File: config.mk
export PLATFORM = sky130hd
export DESIGN_NAME = cronometro_bcd
export DESIGN_NICKNAME = d
export VERILOG_FILES = /design/src/rtl/cronometro_bcd_pkg.sv /design/src/rtl/cronometro_bcd_digito.sv /design/src/rtl/cronometro_bcd.sv
export SDC_FILE = /design/constraint.sdc
export NUM_CORES = 1
export LEC_CHECK = 0
export ABC_AREA = 1
export ABC_CLOCK_PERIOD_IN_PS = 2600
export BUFFER_PORTS_ARGS = -buffer_cell sky130_fd_sc_hd__clkbuf_2
export CORE_ASPECT_RATIO = 2
export CORE_MARGIN = 5
export CORE_UTILIZATION = 35
export CTS_CLUSTER_DIAMETER = 80
export CTS_CLUSTER_SIZE = 24
export DETAILED_ROUTE_END_ITERATION = 7
export HOLD_SLACK_MARGIN = 0.1
export SYNTH_ARGS = -nofsm -noshare
export SYNTH_HDL_FRONTEND = slang
export SYNTH_SLANG_ARGS = --single-unit
File: constraint.sdc
create_clock -name clk -period 2.6 [get_ports clk]
set_input_delay 0.13 -clock clk [delete_from_list [all_inputs] [get_ports clk]]
set_output_delay 0.13 -clock clk [all_outputs]
set_load 0.01 [all_outputs]
File: src/rtl/cronometro_bcd_pkg.sv
// Shared types and constants for the BCD stopwatch.
// Latency: none (declarations only).
// Backpressure: not applicable.
package cronometro_pkg;

    localparam int BCD_W = 4;

    typedef enum logic [1:0] {
        IDLE  = 2'd0,
        RUN   = 2'd1,
        PAUSE = 2'd2
    } state_t;

    localparam logic [BCD_W-1:0] MAX_TENTHS = 4'd9;
    localparam logic [BCD_W-1:0] MAX_SEC_U  = 4'd9;
    localparam logic [BCD_W-1:0] MAX_SEC_T  = 4'd5;
    localparam logic [BCD_W-1:0] MAX_MIN    = 4'd9;

endpackage

File: src/rtl/cronometro_bcd_digito.sv
// One BCD digit of the stopwatch: counts 0..max_val and wraps, carry out is combinational.
// Latency: q updates on the clk edge where inc is high; carry is same-cycle.
// Backpressure: none; clr overrides inc.
module digito_bcd
    import cronometro_pkg::*;
(
    input  logic             clk,
    input  logic             reset,
    input  logic             clr,
    input  logic             inc,
    input  logic [BCD_W-1:0] max_val,
    output logic [BCD_W-1:0] q,
    output logic             carry
);

    logic at_max;

    assign at_max = (q == max_val);
    assign carry  = inc & at_max;

    // Digit register: clear wins, otherwise step and wrap at the limit.
    always_ff @(posedge clk or negedge reset) begin
        if (!reset) begin
            q <= '0;
        end else if (clr) begin
            q <= '0;
        end else if (inc) begin
            q <= at_max ? '0 : q + 4'd1;
        end
    end

endmodule

File: src/rtl/cronometro_bcd.sv
// Stopwatch M:SS.T in BCD, timed by edges of the divided s_clk sampled as data.
// Latency: digits change on the clk edge that first sees s_clk=1 with s_clk_q=0.
// Backpressure: none; start/stop/clear are single-cycle pulses, clear has priority.
module cronometro_bcd
    import cronometro_pkg::*;
#(
    parameter int TICKS_PER_COUNT = 2,
    parameter bit WRAP            = 1'b1
) (
    input  logic             clk,
    input  logic             reset,
    input  logic             s_clk,
    input  logic             start,
    input  logic             stop,
    input  logic             clear,
    output logic [BCD_W-1:0] digit0,
    output logic [BCD_W-1:0] digit1,
    output logic [BCD_W-1:0] digit2,
    output logic [BCD_W-1:0] digit3,
    output logic             running,
    output logic             overflow
);

    localparam logic [7:0] PRESC_LAST = 8'(TICKS_PER_COUNT - 1);

    state_t     state;
    state_t     state_nxt;
    logic       s_clk_q;
    logic       rise;
    logic [7:0] presc;
    logic       count_en;
    logic       tick;
    logic       all_max;
    logic       boundary;
    logic       inc0;
    logic       carry0;
    logic       carry1;
    logic       carry2;
    logic       carry3;

    assign rise     = s_clk & ~s_clk_q;
    // A stop or clear in the same cycle as an edge discards that edge.
    assign count_en = (state == RUN) & rise & ~stop & ~clear;
    assign tick     = count_en & (presc == PRESC_LAST);
    assign all_max  = (digit0 == MAX_TENTHS) & (digit1 == MAX_SEC_U) &
                      (digit2 == MAX_SEC_T)  & (digit3 == MAX_MIN);
    assign boundary = tick & all_max;
    // When saturating, the chain must not roll over at 9:59.9.
    assign inc0     = WRAP ? tick : (tick & ~all_max);

    // Timebase sampling runs in every state so a resume never sees a stale edge.
    always_ff @(posedge clk or negedge reset) begin
        if (!reset) begin
            s_clk_q <= 1'b0;
        end else begin
            s_clk_q <= s_clk;
        end
    end

    // Prescaler: divides s_clk rises down to tenths; held while paused.
    always_ff @(posedge clk or negedge reset) begin
        if (!reset) begin
            presc <= 8'd0;
        end else if (clear) begin
            presc <= 8'd0;
        end else if (count_en) begin
            presc <= (presc == PRESC_LAST) ? 8'd0 : presc + 8'd1;
        end
    end

    // Next-state decode: clear first, then per-state start/stop handling.
    always_comb begin
        state_nxt = state;
        if (clear) begin
            state_nxt = IDLE;
        end else begin
            case (state)
                IDLE:    if (start) state_nxt = RUN;
                RUN: begin
                    if (stop) begin
                        state_nxt = PAUSE;
                    end else if (boundary && !WRAP) begin
                        state_nxt = PAUSE;
                    end
                end
                PAUSE:   if (start) state_nxt = RUN;
                default: state_nxt = IDLE;
            endcase
        end
    end

    // State, running flag and overflow pulse registers.
    always_ff @(posedge clk or negedge reset) begin
        if (!reset) begin
            state    <= IDLE;
            running  <= 1'b0;
            overflow <= 1'b0;
        end else begin
            state    <= state_nxt;
            running  <= (state_nxt == RUN);
            overflow <= WRAP ? carry3 : boundary;
        end
    end

    digito_bcd u_tenths (
        .clk     (clk),
        .reset   (reset),
        .clr     (clear),
        .inc     (inc0),
        .max_val (MAX_TENTHS),
        .q       (digit0),
        .carry   (carry0)
    );

    digito_bcd u_sec_u (
        .clk     (clk),
        .reset   (reset),
        .clr     (clear),
        .inc     (carry0),
        .max_val (MAX_SEC_U),
        .q       (digit1),
        .carry   (carry1)
    );

    digito_bcd u_sec_t (
        .clk     (clk),
        .reset   (reset),
        .clr     (clear),
        .inc     (carry1),
        .max_val (MAX_SEC_T),
        .q       (digit2),
        .carry   (carry2)
    );

    digito_bcd u_min (
        .clk     (clk),
        .reset   (reset),
        .clr     (clear),
        .inc     (carry2),
        .max_val (MAX_MIN),
        .q       (digit3),
        .carry   (carry3)
    );

endmodule

* After elaboration in Yosys (flattened, before gate mapping)
Cells that the tools add are included.
** Storage, ports and cells
- Output and inout bits :: 18
- Input bits :: 6
- Register bits after elaboration :: 29
- Logic and storage cells :: 60
** Cells by class
- Add/subtract/negate cells :: 5
- Reduce and logical (&&, ||, !) cells :: 7
- Equality and inequality tests :: 8
- Muxes and demuxes :: 19
- Bitwise gates (word level) :: 12
** Operator list (number)
- $mux W4 :: 12
- $mux W8 :: 3
- $add A4 B1 Y4 const B :: 4
- $eq A4 B4 Y1 const B :: 3
- $reduce_bool A2 Y1 :: 5
- $and A1 B1 Y1 :: 9
- $add A8 B1 Y8 const B :: 1
- $eq A8 B1 Y1 const B :: 1
- $mux W2 :: 3
- $eq A2 B1 Y1 const B :: 2
- $eq A4 B3 Y1 const B :: 1
- $pmux W2 S2 :: 1
- $not A1 Y1 :: 3
- $eq A2 B2 Y1 const B :: 1
- $logic_not A2 Y1 :: 1
- $reduce_or A2 Y1 :: 1

* Depth between registers and ports, before layout
Gate-level depths: netlist of run 1.
- Depth in word-level cells :: 11
- Depth in mapped cells :: 9
- Depth with buffers taken out :: 9

* Cells and area by module
Synthesis of run 1 repeated with hierarchy kept, for this count alone.
** Unflattened totals
- Cells, all modules :: 302
- Area total of the unflattened synthesis :: 2014.4 um^2
** By module, submodules not included
- digito_bcd :: sequential area each 100.1 um^2, times used 4, area each 315.3 um^2, cells an instance 52
- cronometro_bcd :: sequential area each 325.3 um^2, times used 1, area each 753.2 um^2, cells an instance 94

* Worst setup path before layout of run 1
No wires, ideal clock.
- Path type :: flip-flop to flip-flop
- Start point :: register u_sec_u.q[1]
- End point :: register u_sec_t.q[1]
- Path buffers :: 0
- Clock period less this slack :: 1.404 ns
- Cell stages (with the launch flop) :: 8
- Setup slack :: 1.196 ns
- Data arrival time :: 1.278 ns
- Cells stage by stage :: dfrtp_1 > inv_1 > ha_1 > nand2_1 > nor2_2 > nand4_2 > nand2_4 > o21ai_0
** Between the ends
- Cells in the longest elaborated chain, start to end :: 3
** Ends and longest elaborated chain
- start, declared :: RTL line cronometro_bcd_digito.sv:12 : output logic [BCD_W-1:0] q,
- start signal, assigned :: RTL line cronometro_bcd_digito.sv:28 : q <= at_max ? '0 : q + 4'd1;
- $eq A4 B4 Y1 :: RTL line cronometro_bcd_digito.sv:18 : assign at_max = (q == max_val);
- $and A1 B1 Y1 :: RTL line cronometro_bcd_digito.sv:19 : assign carry = inc & at_max;
- $reduce_bool A2 Y1 (no line)
- end signal, assigned :: RTL line cronometro_bcd_digito.sv:28
- end, declared :: RTL line cronometro_bcd_digito.sv:12
No other way between the ends.
A chain may end at the register's enable or synchronous reset.

* Worst setup path after layout of run 1
- Start point :: register u_sec_u.q[1]
- End point :: register u_sec_t.q[2]
The elaborated chain is that of the path after synthesis.

==> results of run 1 <==
-- stage by stage --
stage	setup WS, ns	std cells	cell area (µm²)	hold WS (ns)	power, µW
after floorplan	1.20	202	1680	-0.166	536
after global placement	0.994	278	1860	0.233	570
after detailed placement	0.996	278	1860	0.229	572
after CTS	0.991	287	1960	0.126	952
after global routing	0.839	287	1960	0.135	984
final	1.01	287	1960	0.128	934
-- final timing paths --
check	to	from	slack [ns]
max	u_sec_t.q[2]	u_sec_u.q[1]	1.01
min	state[0]	start	0.13
max reg2reg	u_sec_t.q[2]	u_sec_u.q[1]	1.01
min reg2reg	u_tenths.q[3]	u_tenths.q[3]	0.57
max in group asynchronous	running	reset	1.69
min in group asynchronous	presc[4]	reset	0.43
-- power groups by stage --
stage | Clock [µW] | Combinational (µW) | Sequential, µW
after floorplan | 0 | 48.0 | 488
after global placement | 0 | 84.3 | 486
after detailed placement | 0 | 85.0 | 487
after CTS | 385 | 87.8 | 479
after global routing | 405 | 98.4 | 481
final | 370 | 85.2 | 478
-- metal layers --
layer	share of wire, %	vias to the layer above	GRT usage, %
met1	36	692	13.5
met5	0	-	0
met2	59	29	26.6
met4	2.0	0	5.35
li1	-	724	-
met3	3.1	6	2.87
-- cell families after synthesis --
logic type | share of synthesized area, %
buf+inv | 6.76
simple gates | 30.5
xor+xnor | 5.72
compound gates | 6.46
flops | 43.1
fa+ha+maj | 7.43
-- repair_timing --
action | CTS | global route
hold buffers | 2 | 0
endpoints found under the hold margin | 30 | 0
resized for setup | 0 | 0
-- cell type report --
type,count,area share (%)
Multi-Input combinational cell,145,43.0
Tap cell,55,3.51
Timing Repair Buffer,26,7.27
Sequential cell,29,37.0
Clock buffer,7,4.40
Inverter,25,4.78
-- worst register-to-register path, delay by kind of cell, from the launching register on --
| family | cells | cell delay (ns) |
|---|---|---|
| AND/OR/NAND/NOR | 6 | 0.89 |
| adder cells (fa/ha/maj) | 1 | 0.14 |
| flip-flops | 1 | 0.42 |
| buffers and inverters | 1 | 0.09 |
-- cell usage in the layout, fill, tap and decap left out, types with 4 or more instances in the layout --
cell type,n
nand2_1,41
dfrtp_1,29
nand3_1,26
inv_1,23
clkbuf_2,23
nor2_1,15
nor3_1,11
ha_1,10
xor2_1,8
o22ai_1,8
clkbuf_8,6
nor2_2,4
-- flip-flops by register name, indices dropped and copies added, names as in the netlist --
register and flops:
overflow 1, running 1, s_clk_q 1, u_tenths.q 4
u_sec_u.q 4, state 2, u_sec_t.q 4, u_min.q 4
presc 8
==> results.yml, run 1 <==
outcome:
  outcome: "completed"
yosys:
  ys_seq_area_share_pct: 43.1
  syn_area_mm2: 0.00168
  synthTopCellsByCount: "nand2_1 (41), dfrtp_1 (29), nand3_1 (26)"
  avgSynthCellArea_um2: 8.34
  yosysTopAreaCell: "dfrtp_1"
  async_flop_share_pct: 100
  ys_ff_latch: 29
  synth_fp_nets: 218
  synth_cells: 202
  synth_top_area_share_pct: 43.1
  ys_top_cells_by_area: "dfrtp_1 (43%), nand2_1 (9.1%), nand3_1 (7.7%)"
  synth.most_common_cell: "nand2_1"
  synth_edf_count: 0
  synthFlopType: "dfrtp_1"
  ys.warnings.count: 0
  ys_types: 27
global_routing:
  grt_antenna_before_repair: 0
  grt_util_all_layers_pct: 13.8
  grt.overflow.total: 0
  grt_max_degree: 30
  grt_pass1_wl_um: 6740
  grt_pass1_vias: 1526
cts:
  clock_path_buffers: 2
  cts-root-buf: "clkbuf_8"
  worst_skew_pair.late_latency_ns: 0.28
  cts_sinks: 29
  post_cts_buffers: 0
  cts.htree.levels: 2
  cts_tree: "built"
  cts_buffers: 5
  clk_pin_slew_ns: 0.06
place:
  gp_congestion: 0.733
  hpwlAfterDp_um: 2870
  io_buffers: 23
critical_path:
  worst_path_most_repeated_cell: "nand2_1"
  startpoint_type: "register"
  crit_family: "simple AND/OR/NAND/NOR gates"
  cp_cell_sequence: "inv_1, ha_1, nand2_1, nor2_2, nand4_2, nand2_4, nand3_1, nand2_1"
  worst-path-buf-inv: 1
  crit_path_max_incr_delay_ns: 0.42
  path_depth: 8
  cp_data_required_time_ns: 2.82
  slowest_stage: "dfrtp_1"
  r2r_cells: 8
  arrival_ns: 1.80
  setup.worst_path.class: "register to register"
  end_kind: "register"
  critPathMaxFanout: 9
sta:
  fmax_mhz: 630
  rsz0062_at_grt: "false"
  final_max_slew_viol_count: 0
  hold_viol: 0
  slew-limit-headroom_pct: 51.5
  fin_crit_ns: 1.59
  period_share_pct: 61.0
  worst_pin_slew_ns: 0.727
  finalSetupViolCount: 0
  clock_skew_ns: 0.00691
  finalSetupTns_ns: 0
layout:
  nFillCells: 522
  final_core_util_pct: 42.3
  drive_gt1_share_pct: 18.5
  layout.nets: 248
  diodes: 0
  regArea_um2: 726
  syn_to_final_growth_pct: 16.5
  multi_input_area_um2: 845
floorplanning:
  io_pins: 24
  core.rowCount: 35
  die_area_mm2: 0.00638
  core_mm2: 0.00464
  die_x_um: 59.1
  initial_core_util_pct: 36.3
  die_y_um: 108
routing:
  vias_per_cell: 5.06
  firstDrtPassIters: 4
  wirelength_um: 3780
  via_count: 1451
  wl_per_cell_um: 13.2
  drt_iter0_markers: 25
  drt.antenna.violating_nets: 0
  drc: 0
power_and_ir_drop:
  power.switching_uw: 231
  p_per_area_mw_per_mm2: 476
  switching_share_pct: 24.7
  pwr-share-seq_pct: 51.2
  worst_ir_drop_vdd_mv: 0.416
  p_leak_uw: 0.000992
  pwr-share-clk_pct: 39.6
  intPower_uw: 703
  power_frac_comb_pct: 9.1
run:
  cap_violations: 0
min_path:
  whs_path_depth: 3
  min-delay-path-class: "input port to register"
Note: power is estimated with default switching activity, not from simulation.
==> run 2, diff against run 1 <==
ABC_CLOCK_PERIOD_IN_PS = 1400   (was 2600)
clock period = 1.4 ns   (was 2.6 ns; I/O delays follow)
==> run 2 against run 1 <==
Net effect:
- the run now ends with setup timing left
- total power grew 90%
- routed wire length grew 10%
- cell area grew 18%
- clock-buffer cell count is the same
- maximum frequency grew 11%
- first-iteration DRC count shrank 32%
- worst setup slack lost 1.0 ns
- combinational power grew 130%
- clock power grew 88%
- hold slack gained 0.016 ns
==> results.yml, run 2 (synthesis gave the netlist of run 1 again) <==
sta:
  final_max_slew_viol_count: 0
  fin_ws_ns: -0.0333
  fin_crit_ns: 1.43
  rsz0062_at_grt: "true"
  clock_skew_ns: 0.00123
  finalSetupViolCount: 6
  finalSetupTns_ns: -0.0702
  period_share_pct: 102
  fmax_mhz: 698
  worst_pin_slew_ns: 0.384
  hold_viol: 0
  slew-limit-headroom_pct: 74.4
critical_path:
  worst_path_most_repeated_cell: "nand3_1"
  end_kind: "register"
  crit_path_max_incr_delay_ns: 0.44
  cp_cell_sequence: "nor2_1, nand3_1, nor2_4, nand4_4, nand2_2, nand3_1, nand2_1"
  cp_data_required_time_ns: 1.61
  critPathMaxFanout: 6
  crit_start: "presc[4]"
  r2r-start: "presc[4]"
  slowest_stage: "dfrtp_1"
  r2r_cells: 7
  setup.worst_path.class: "register to register"
  r2r-end: "u_sec_t.q[2]"
  r2r_setup_slack_ns: -0.03
  startpoint_type: "register"
  arrival_ns: 1.65
  crit_path_end: "u_sec_t.q[2]"
layout:
  largest_reg_flops: 8
  syn_to_final_growth_pct: 37.4
  layout.nets: 275
  drive_gt1_share_pct: 37.1
  final_cell_area_mm2: 0.00231
  final_cell_mix: "nand2_1 (34), dfrtp_1 (29), buf_4 (25), clkbuf_2 (23), nand3_1 (19)"
  diodes: 0
  final_common_cell: "nand2_1"
  fin_cells: 314
  final_core_util_pct: 49.8
  regMostFlops: "presc"
power_and_ir_drop:
  p_leak_uw: 0.00115
  worst_ir_drop_vdd_mv: 0.656
  p_per_area_mw_per_mm2: 766
min_path:
  min_from: "clear"
  min-delay-path-class: "input port to register"
floorplanning:
  core_mm2: 0.00464
  die_x_um: 59.1
  io_pins: 24
  die_area_mm2: 0.00638
  core.rowCount: 35
  initial_core_util_pct: 36.3
  die_y_um: 108
place:
  dpl.cell_count: 300
  io_buffers: 23
  gp_congestion: 0.768
  dp_slack_ns: -0.0798
  place_area_mm2: 0.00203
  hpwlAfterDp_um: 3130
routing:
  via_count: 1557
  drt_iter0_markers: 17
  drt.antenna.violating_nets: 0
  vias_per_cell: 4.96
  wl_per_cell_um: 13.3
  wirelength_um: 4170
  firstDrtPassIters: 4
  drc: 0
global_routing:
  grt_max_degree: 30
  grt.overflow.total: 0
  grt_antenna_before_repair: 0
  grt_pass1_wl_um: 6800
  grt_pass1_vias: 1596
  grt_util_all_layers_pct: 14.0
cts:
  cts.htree.levels: 2
  worst_skew_pair.late_latency_ns: 0.28
  cts_tree: "built"
  cts-root-buf: "clkbuf_8"
  cts_sinks: 29
  cts_buffers: 5
  clock_path_buffers: 2
  clk_pin_slew_ns: 0.06
run:
  cap_violations: 0
outcome:
  outcome: "complete, but fails checks"
  violations: "setup timing"
[run 2: cell types whose count changed in the layout (fill, tap and decap cells not counted), sizes merged]
cell and delta:
buf +25, dlygate4sd3 +1, nand2 +1
[run 2: worst min path at each step]
stage                to  slack [ns]  cells past startpoint
2_1_floorplan  overflow       -0.23                      0
3_3_place_gp   presc[6]        0.11                      2
3_5_place_dp   presc[6]        0.11                      2
4_1_cts         running        0.13                      2
5_1_grt        state[0]        0.16                      2
6_report        running        0.14                      2
[run 2: what timing repair did]
item                       in CTS  in global routing
gates cloned                    0                  1
setup endpoints to repair      18                 24
hold buffers                    3                  0
pin swaps                       2                 14
buffers inserted                0                  3
resized for setup               7                 30
hold endpoints to repair       32                  0
[run 2: routing by layer]
| metal | GRT usage, % | routed length, µm | up-vias |
|---|---|---|---|
| li1 | - | - | 779 |
| met1 | 12.5 | 1440 | 739 |
| met2 | 26.1 | 2420 | 25 |
| met3 | 3.46 | 117 | 14 |
| met4 | 9.40 | 190 | 0 |
| met5 | 0 | 0 | - |
[run 2: critical path: cells and delay by family, from the launching register on]
family / cells / cell delay [ns]
DFF: 1 / 0.44
and+or+nand+nor: 7 / 0.93
[run 2: where the power goes]
part           leakage [µW]  internal [µW]  switching [µW]
Sequential         0.000397            861            23.6
Clock             0.0000443            389             306
Combinational      0.000707           72.8             119
Total               0.00115           1320             449
[run 2: layout make-up]
class	count	area [µm²]
fillers	470	2330
multi-input cells	146	995
flip-flops and latches	29	726
repair buffers	52	344
inverters	25	93.8
clock buffers	7	86.3
well taps	55	68.8
[run 2: through the flow]
stage | hold WS [ns] | total power (µW)
after floorplan | -0.226 | 995
after global placement | 0.110 | 1070
after detailed placement | 0.111 | 1080
after CTS | 0.130 | 1790
after global routing | 0.158 | 1860
final | 0.144 | 1770
==> run 3, diff against run 2 <==
GPL_TIMING_DRIVEN = 0   (was not set)
==> run 3 against run 2 <==
Net effect:
- the flow still finishes with violations (setup timing)
- critical endpoint is now u_sec_u.q[0]
- critical path depth increased by 2
- sequential power about the same
- clock skew increased by 0.0040 ns
- first-iteration DRC count increased by 53%
- largest cell class unchanged
- maximum frequency decreased by 0.21%
- final cell count decreased by 4.5%
- flip-flop and latch count unchanged
- routed wire length decreased by 5.8%
- register-to-register slack about the same
- non-clock buffer count decreased by 15
- cell area decreased by 4.7%
==> results.yml, run 3 (synthesis gave the netlist of run 1 again) <==
critical_path:
  crit_path_max_incr_delay_ns: 0.40
  startpoint_type: "register"
  worst-path-buf-inv: 2
  slowest_stage: "dfrtp_1"
  r2r-end: "u_sec_u.q[0]"
  cp_data_required_time_ns: 1.58
  r2r_setup_slack_ns: -0.04
  r2r-start: "presc[1]"
  r2r_cells: 9
  critPathMaxFanout: 3
  setup.worst_path.class: "register to register"
  crit_family: "simple AND/OR/NAND/NOR gates"
  end_kind: "register"
  arrival_ns: 1.61
  cp_cell_sequence: "inv_2, ha_4, nand3_1, nor2_4, nand2_2, o21ai_4, inv_2, nand2_1, nand2_1"
run:
  cap_violations: 0
power_and_ir_drop:
  p_leak_uw: 0.00109
  p_per_area_mw_per_mm2: 836
  worst_ir_drop_vdd_mv: 0.570
layout:
  largest_reg_flops: 8
  layout.nets: 260
  final_cell_mix: "nand2_1 (36), dfrtp_1 (27), nand3_1 (24), clkbuf_2 (22), inv_1 (20)"
  drive_gt1_share_pct: 30.2
  diodes: 0
  regMostFlops: "presc"
  final_core_util_pct: 47.5
  syn_to_final_growth_pct: 31.0
  final_common_cell: "nand2_1"
global_routing:
  grt.overflow.total: 0
  grt_util_all_layers_pct: 14.7
  grt_pass1_wl_um: 7140
  grt_max_degree: 30
  grt_pass1_vias: 1591
  grt_antenna_before_repair: 0
routing:
  wirelength_um: 3930
  vias_per_cell: 4.98
  drt_iter0_markers: 26
  firstDrtPassIters: 4
  drt.antenna.violating_nets: 0
  drc: 0
  wl_per_cell_um: 13.1
  via_count: 1495
sta:
  fin_ws_ns: -0.0364
  fin_crit_ns: 1.44
  fmax_mhz: 696
  worst_pin_slew_ns: 0.725
  final_max_slew_viol_count: 0
  rsz0062_at_grt: "true"
  clock_skew_ns: 0.00522
  slew-limit-headroom_pct: 51.7
  period_share_pct: 103
  finalSetupViolCount: 10
  whs_ns: 0.158
  hold_viol: 0
cts:
  cts.htree.levels: 2
  cts_buffers: 5
  clk_pin_slew_ns: 0.07
  cts-root-buf: "clkbuf_8"
  clock_path_buffers: 2
  cts_tree: "built"
  cts_sinks: 29
  worst_skew_pair.late_latency_ns: 0.29
floorplanning:
  die_x_um: 59.1
  core.rowCount: 35
  initial_core_util_pct: 36.3
  io_pins: 24
  die_y_um: 108
  die_area_mm2: 0.00638
  core_mm2: 0.00464
outcome:
  outcome: "complete, but fails checks"
  violations: "setup timing"
min_path:
  whs_endpoint: "running"
  min_from: "stop"
  min-delay-path-class: "input port to register"
  whs_path_depth: 4
place:
  hpwlAfterDp_um: 2870
  dp_slack_ns: -0.131
  io_buffers: 22
  gp_congestion: 0.750
==> run 3: worst max path at each step <==
stage | end | from | cells after the start
after floorplan | u_sec_t.q[1] | u_tenths.q[1] | 7
after global placement | u_sec_t.q[1] | u_sec_u.q[1] | 7
after detailed placement | u_sec_t.q[2] | u_sec_u.q[1] | 8
after CTS | u_tenths.q[1] | presc[1] | 9
after global routing | u_min.q[0] | presc[1] | 8
final | u_sec_u.q[0] | presc[1] | 9
==> run 3: worst reg2reg max path, stage by stage (launching register included) <==
cell,delay (ns)
dfrtp_1,0.40
inv_2,0.09
ha_4,0.13
nand3_1,0.12
nor2_4,0.15
nand2_2,0.11
o21ai_4,0.16
inv_2,0.06
nand2_1,0.05
nand2_1,0.05
==> run 3: per-stage QoR <==
stage	instance area (µm²)	std cells	power [µW]	setup TNS, ns
4_1_cts	2140	299	1860	-0.343
5_1_grt	2210	300	1940	-2.85
2_1_floorplan	1690	202	995	0
3_3_place_gp	1870	279	1060	-1.09
6_report	2210	300	1840	-0.179
3_5_place_dp	1870	279	1060	-1.27
==> run 3: per-layer routing <==
layer	part of all wire (%)	GRT usage (%)	vias up	wire, µm
li1	-	-	751	-
met2	55	25.6	23	2170
met4	3.9	9.40	0	154
met5	0	0	-	0
met3	2.6	2.75	14	101
met1	38	15.6	707	1500
==> run 3: cell type report <==
cell class / count / area, µm²
buffer: 3 / 20.0
multi-input combinational: 146 / 968
timing repair buffer: 34 / 225
tap: 55 / 68.8
inverter: 25 / 93.8
fill: 488 / 2440
sequential: 29 / 728
clock buffer: 7 / 96.3
clock inverter: 1 / 5.00
==> run 3: timing repair <==
item,in CTS,in global routing
hold buffers,5,0
cloned,1,0
pin swaps,5,8
endpoints found under the hold margin,32,0
endpoints found under the setup margin,17,26
setup buffers,6,1
resized for setup,13,17
==> run 3: report_power, final <==
| part | switching, µW | internal (µW) | leakage [µW] |
|---|---|---|---|
| Clock | 334 | 444 | 0.0000542 |
| Sequential | 26.4 | 861 | 0.000394 |
| Combinational | 111 | 68.3 | 0.000637 |
| Total | 471 | 1370 | 0.00109 |
